<file path="src/rtl/dmem_vec_responder_pkg.sv">
// Shared types and constants for the data-memory responder and its vector store buffer.
package dmem_vec_responder_pkg;

    localparam int LANES  = 5;
    localparam int LIDX_W = 3;

    typedef enum logic {IDLE, DRAIN} state_e;
    typedef logic [LIDX_W-1:0] lidx_t;

endpackage

</file>
<file path="src/rtl/dmem_vec_responder_vec_store_buffer.sv">
// Holds vector lanes 1..LANES-1 after capture and presents them one per cycle for draining,
// plus a read-side match so pending lanes can be forwarded before they reach memory.
module vec_store_buffer
    import dmem_vec_responder_pkg::*;
#(
    parameter int AW = 6
) (
    input  logic                      clk,
    input  logic                      reset,
    input  logic                      capture_i,
    input  logic                      advance_i,
    input  logic [AW-1:0]             base_i,
    input  logic [LANES-1:1][31:0]    lanes_i,
    input  logic [AW-1:0]             rd_idx_i,
    output logic [AW-1:0]             drain_addr_o,
    output logic [31:0]               drain_data_o,
    output logic                      drain_last_o,
    output logic                      fwd_hit_o,
    output logic [31:0]               fwd_data_o
);

    logic [AW-1:0]          base_q;
    logic [LANES-1:1][31:0] data_q;
    logic [LANES-1:1]       valid_q, valid_d;
    lidx_t                  cnt_q, cnt_d;
    logic [LANES-1:1]       cur_lane;

    always_comb begin
        cur_lane     = '0;
        drain_data_o = '0;
        fwd_hit_o    = 1'b0;
        fwd_data_o   = '0;
        for (int k = 1; k < LANES; k++) begin
            cur_lane[k] = (cnt_q == lidx_t'(k));
            if (cur_lane[k]) drain_data_o = data_q[k];
            // Lane addresses are distinct modulo DEPTH, so at most one lane can match.
            if (valid_q[k] && (AW'(base_q + AW'(k)) == rd_idx_i)) begin
                fwd_hit_o  = 1'b1;
                fwd_data_o = data_q[k];
            end
        end
    end

    assign drain_addr_o = AW'(base_q + AW'(cnt_q));
    assign drain_last_o = (cnt_q == lidx_t'(LANES - 1));

    always_comb begin
        valid_d = valid_q;
        cnt_d   = cnt_q;
        if (capture_i) begin
            valid_d = '1;
            cnt_d   = lidx_t'(1);
        end else if (advance_i) begin
            valid_d = valid_q & ~cur_lane;
            cnt_d   = drain_last_o ? '0 : lidx_t'(cnt_q + lidx_t'(1));
        end
    end

    always_ff @(posedge clk or negedge reset) begin
        if (!reset) begin
            valid_q <= '0;
            cnt_q   <= '0;
        end else begin
            valid_q <= valid_d;
            cnt_q   <= cnt_d;
        end
    end

    // Payload needs no reset: it is only observed through valid_q.
    always_ff @(posedge clk) begin
        if (capture_i) begin
            base_q <= base_i;
            data_q <= lanes_i;
        end
    end

endmodule

</file>
<file path="src/rtl/dmem_vec_responder.sv">
// Data-memory responder: single-cycle scalar loads/stores plus 5-lane vector stores that
// write lane 0 immediately and drain the rest one per cycle while holding Stall high.
module dmem_vec_responder
    import dmem_vec_responder_pkg::*;
#(
    parameter int DEPTH = 64,
    parameter int AW    = $clog2(DEPTH)
) (
    input  logic        clk,
    input  logic        reset,
    input  logic        MemWrite,
    input  logic        VecWrite,
    input  logic [31:0] ALUResult,
    input  logic [31:0] WriteData,
    input  logic [31:0] VecWriteData_0,
    input  logic [31:0] VecWriteData_1,
    input  logic [31:0] VecWriteData_2,
    input  logic [31:0] VecWriteData_3,
    input  logic [31:0] VecWriteData_4,
    output logic [31:0] ReadData,
    output logic        Stall
);

    logic [31:0] mem_q [DEPTH];

    state_e                 state_q, state_d;
    logic [AW-1:0]          idx;
    logic [LANES-1:1][31:0] vec_hi;
    logic                   capture, advance;
    logic                   mem_we;
    logic [AW-1:0]          mem_waddr;
    logic [31:0]            mem_wdata;
    logic [AW-1:0]          drain_addr;
    logic [31:0]            drain_data;
    logic                   drain_last;
    logic                   fwd_hit;
    logic [31:0]            fwd_data;
    logic                   unused_addr_bits;

    assign idx              = ALUResult[AW+1:2];
    assign unused_addr_bits = ^{ALUResult[31:AW+2], ALUResult[1:0]};
    assign vec_hi           = {VecWriteData_4, VecWriteData_3, VecWriteData_2, VecWriteData_1};

    vec_store_buffer #(.AW(AW)) u_buf (
        .clk          (clk),
        .reset        (reset),
        .capture_i    (capture),
        .advance_i    (advance),
        .base_i       (idx),
        .lanes_i      (vec_hi),
        .rd_idx_i     (idx),
        .drain_addr_o (drain_addr),
        .drain_data_o (drain_data),
        .drain_last_o (drain_last),
        .fwd_hit_o    (fwd_hit),
        .fwd_data_o   (fwd_data)
    );

    always_comb begin
        state_d   = state_q;
        capture   = 1'b0;
        advance   = 1'b0;
        mem_we    = 1'b0;
        mem_waddr = idx;
        mem_wdata = WriteData;
        unique case (state_q)
            IDLE: begin
                if (VecWrite) begin
                    capture   = 1'b1;
                    mem_we    = 1'b1;
                    mem_wdata = VecWriteData_0;
                    state_d   = DRAIN;
                end else if (MemWrite) begin
                    mem_we = 1'b1;
                end
            end
            DRAIN: begin
                // Core requests are ignored here; the core is holding its instruction.
                advance   = 1'b1;
                mem_we    = 1'b1;
                mem_waddr = drain_addr;
                mem_wdata = drain_data;
                if (drain_last) state_d = IDLE;
            end
            default: state_d = IDLE;
        endcase
        if (!reset) mem_we = 1'b0;
    end

    always_ff @(posedge clk or negedge reset) begin
        if (!reset) state_q <= IDLE;
        else        state_q <= state_d;
    end

    always_ff @(posedge clk) begin
        if (mem_we) mem_q[mem_waddr] <= mem_wdata;
    end

    assign ReadData = fwd_hit ? fwd_data : mem_q[idx];
    assign Stall    = (state_q == DRAIN);

endmodule
</file>
<file path="config.mk">
export PLATFORM = sky130hd
export DESIGN_NAME = dmem_vec_responder
export DESIGN_NICKNAME = d
export VERILOG_FILES = /design/src/rtl/dmem_vec_responder_pkg.sv /design/src/rtl/dmem_vec_responder_vec_store_buffer.sv /design/src/rtl/dmem_vec_responder.sv
export SDC_FILE = /design/constraint.sdc
export NUM_CORES = 2
export LEC_CHECK = 0
export CAP_MARGIN = 20
export CORE_MARGIN = 4
export CORE_UTILIZATION = 29
export CTS_BUF_LIST = sky130_fd_sc_hd__clkbuf_16
export DETAILED_ROUTE_END_ITERATION = 16
export DONT_BUFFER_PORTS = 1
export SYNTH_ARGS = -nofsm -noshare
export SYNTH_HDL_FRONTEND = slang
export SYNTH_HIERARCHICAL = 1
export SYNTH_SLANG_ARGS = --single-unit
</file>
<file path="constraint.sdc">
create_clock -name clk -period 11.07 [get_ports clk]
set_input_delay 0.5535 -clock clk [delete_from_list [all_inputs] [get_ports clk]]
set_output_delay 0.5535 -clock clk [all_outputs]
set_load 0.05 [all_outputs]
</file>
==> metrics.txt <==
outcome complete, but fails checks; violated checks slew limit; max-slew violation count 94; detailed-route wire length per cell 26.8 µm; final critical-path share of the clock period 63.2%; power share of the sequential group 51.4%; I/O Buffers 0; via total after detailed routing 45,234; global-route usage over all layers 14.9%; total number of nets in the final design 4,945; actual transition at the worst max-transition pin 1.58 ns; layout cells sized above 1 21.0%; shortest clock period the worst path allows after layout 7.00 ns; weighted congestion at the end of routability-driven global placement 0.850; width of the chip 553 µm; maximum clock path buffer count 3; crit start category flop; clock transition time at the flip-flop clock pins of the worst setup and hold paths 0.07 ns; wirelength, routed 235,000 µm; core footprint 295,000 µm²; Final TNS setup 0 ns; NetSw 6.65 mW; minimum hold slack 0.119 ns; Die Ht 553 µm; post-synthesis async set-or-reset flop share 0.365%; initial drt markers 5,756; Max IR drop VDD 0.238 mV; slew margin rel. -5.13%; Post-CTS Setup Repair Bufs 0; total congestion overflow after global routing 0; portion of netlist area occupied by mux cells 13.1%; post-route DRC violation count 0; library cell used as clock root buffer clkbuf_16; via density per instance 5.14; Combinational Power Share 19.0%; I/O pin count 261; starting utilization of the core area 29.2%; combinational family with the most area after synthesis multiplexers; kind of end point of the critical path output pin; required time reported for the critical path endpoint 10.52 ns; TritonCTS clock tree built; Tightest Hold Check Type in -> async; synthesized-area fraction occupied by xor and xnor cells 0.241%; post-synthesis net count 4,714; number of gates given a new drive strength after cts 0; number of synthesized register bits 2,190; Synth cell types 57; die area 306,000 µm²; sequential cell area fraction in the yosys report 76.2%; power density cells 225 nW/µm²; setup skew after layout 0.0384 ns; Synth Area in Simple Gates 3.26%; Post-synth EDFFs 2,182; clock buffer count from CTS 204; final setup violation count 0; via count of the first global-routing pass 44,164; gate count of the mapped netlist 4,472; number of buffers added to fix hold violations after cts 134; DP Wirelength 130,000 µm; worst endpoint data arrival time 6.44 ns; static leakage 31.3 nW; upper clock frequency limit 143 MHz; Synth Area per Inst 19.3 µm²; path type of the worst setup path reg -> out; H-Tree Level Count 4; wire length of the first global-routing pass 332,000 µm; predominant post-synthesis flop cell edfxtp_1; Final Hold Vio Count 0; complex-gate fraction of the synthesized area 5.34%; max-cap check violation count 0; pin count of the biggest net entering global routing 744; post-synth design cell area 86,200 µm²; unrepaired setup endpoints after global routing false; Synth-to-Final Area Change 15.9%; Net Sw Frac 29.6%; worst-skew pair later-pin latency 0.84 ns; count of nets left with antenna violations after detail routing 0; adder-cell share of the synthesized area 0.212%; number of standard-cell rows in the floorplan 199; antenna violations before repair 8; power share of the clock group 29.6%; Detailed Routing Iterations Pass 1 7; top fanout value on the critical path 67; Int Pwr 15.8 mW; total number of yosys warnings 6; TritonCTS sink count 2,190
==> metrics by stage <==
stage	worst slack [ns]	area, µm²	utilization, %	power, mW	cells
6_report	4.07	99900	33.9	22.5	8798
3_3_place_gp	4.79	91800	31.1	15.6	8259
3_5_place_dp	4.94	92000	31.2	15.8	8271
4_1_cts	4.19	99600	33.8	22.5	8776
2_1_floorplan	2.91	86200	-	13.9	4472
5_1_grt	3.99	99900	33.9	23.3	8794
==> path summary, 6_finish.rpt <==
path                                                   start  cells past startpoint                      endpoint  slack [ns]
max in group asynchronous                              reset                      1               Stall$_DFF_PN0_       10.60
worst max-delay path               u_buf/base_q[2]$_DFFE_PP_                     12                  ReadData[13]        4.07
worst min-delay path                                   reset                      1  u_buf/valid_q[3]$_DFFE_PN0P_        0.12
min in group clk                                ALUResult[2]                      1     u_buf/base_q[0]$_DFFE_PP_        0.22
worst max register to register     u_buf/base_q[0]$_DFFE_PP_                     11       mem_q[63][31]$_DFFE_PP_        6.50
worst min register to register  u_buf/valid_q[4]$_DFFE_PN0P_                      1  u_buf/valid_q[4]$_DFFE_PN0P_        0.49
==> synthesized netlist by cell type (all sizes together) (2+ instances only) <==
library cell  instances  area, µm²
edfxtp             2182      65500
mux4                352       7930
mux2i               227       2270
a22oi               222       1670
nor2                222        836
nand2               160        601
buf                 152        882
a21oi               147        739
clkbuf              120        450
o21ai               101        505
mux2                 96       1080
a211oi               83        713
nor2b                70        438
o22ai                66        413
nand3                36        180
nor3                 36        190
nor4                 33        206
a2111oi              32        287
o32ai                20        175
nor4b                18        158
inv                  15       56.3
ha                   13        163
xor2                 11       96.3
xnor2                10       87.6
dfrtp                 8        200
a21o                  5       37.5
nand2b                5       31.3
nand4b                4       35.0
and2                  3       18.8
nand3b                2       15.0
nand4                 2       18.8
nor3b                 2       15.0
or3                   2       12.5
or4                   2       15.0
or4b                  2       20.0
==> power groups by stage <==
stage / Sequential (mW) / Combinational (mW) / Clock [mW]
final: 11.6 / 4.27 / 6.66
after global routing: 11.6 / 4.52 / 7.14
after CTS: 11.6 / 4.16 / 6.78
after detailed placement: 11.7 / 4.11 / 0
after floorplan: 11.9 / 2.01 / 0
after global placement: 11.7 / 3.92 / 0
==> state kept, by name, summed over array words and instances (netlist names) <==
| name | cells |
|---|---|
| u_buf/base_q | 6 |
| Stall | 1 |
| u_buf/cnt_q | 3 |
| u_buf/valid_q | 4 |
| mem_q | 2048 |
| u_buf/data_q | 128 |
==> cell type report <==
type                    instances  area, µm²
clock buffers                 209       5230
flip-flops and latches       2190      65700
multi-input cells            1995      20100
well taps                    3919       4900
inverters                      15       56.3
fillers                     27578     195000
clock inverters               162       1060
repair buffers                297       2820
diodes                         11       27.5
==> placed cells by master, fill, tap and decap left out, types with 135 or more instances in the layout <==
cell,n
edfxtp_1,2182
mux4_2,352
mux2i_1,227
a22oi_1,222
clkbuf_16,209
nand2_1,160
nor2_1,155
a21oi_1,146
buf_4,136
dlygate4sd3_1,135
==> kinds of logic (layout without fill, tap and decap cells) <==
kind of cell               Yosys count  in the layout
DFF                               2190           2190
AOI/OAI and AO/OA                  683            683
muxes                              675            675
and+or+nand+nor                    601            601
buffers and inverters              287            683
xor gates and xnor gates            22             22
adders and majority gates           14             14
other                                0             11
==> per-layer routing <==
layer / routed length, µm / share of wire, % / vias to the layer above / GRT usage [%]
met3: 21600 / 9.2 / 345 / 3.61
li1: - / - / 18866 / -
met1: 96200 / 41 / 23838 / 20.3
met5: 0 / 0 / - / 0
met4: 8660 / 3.7 / 0 / 4.98
met2: 109000 / 46 / 2185 / 23.2
==> critical path: stages, from the launching register on <==
cell       delay [ns]
edfxtp_1         0.52
ha_1             0.29
xor3_1           0.26
nor3_1           0.08
a21oi_2          0.33
buf_4            0.47
nor2_1           0.06
or4b_2           0.61
buf_4            0.38
a2111oi_0        1.13
nand3_1          0.31
nor3_1           0.59
o21ai_1          0.51
Power figures use the tool's default switching activity.
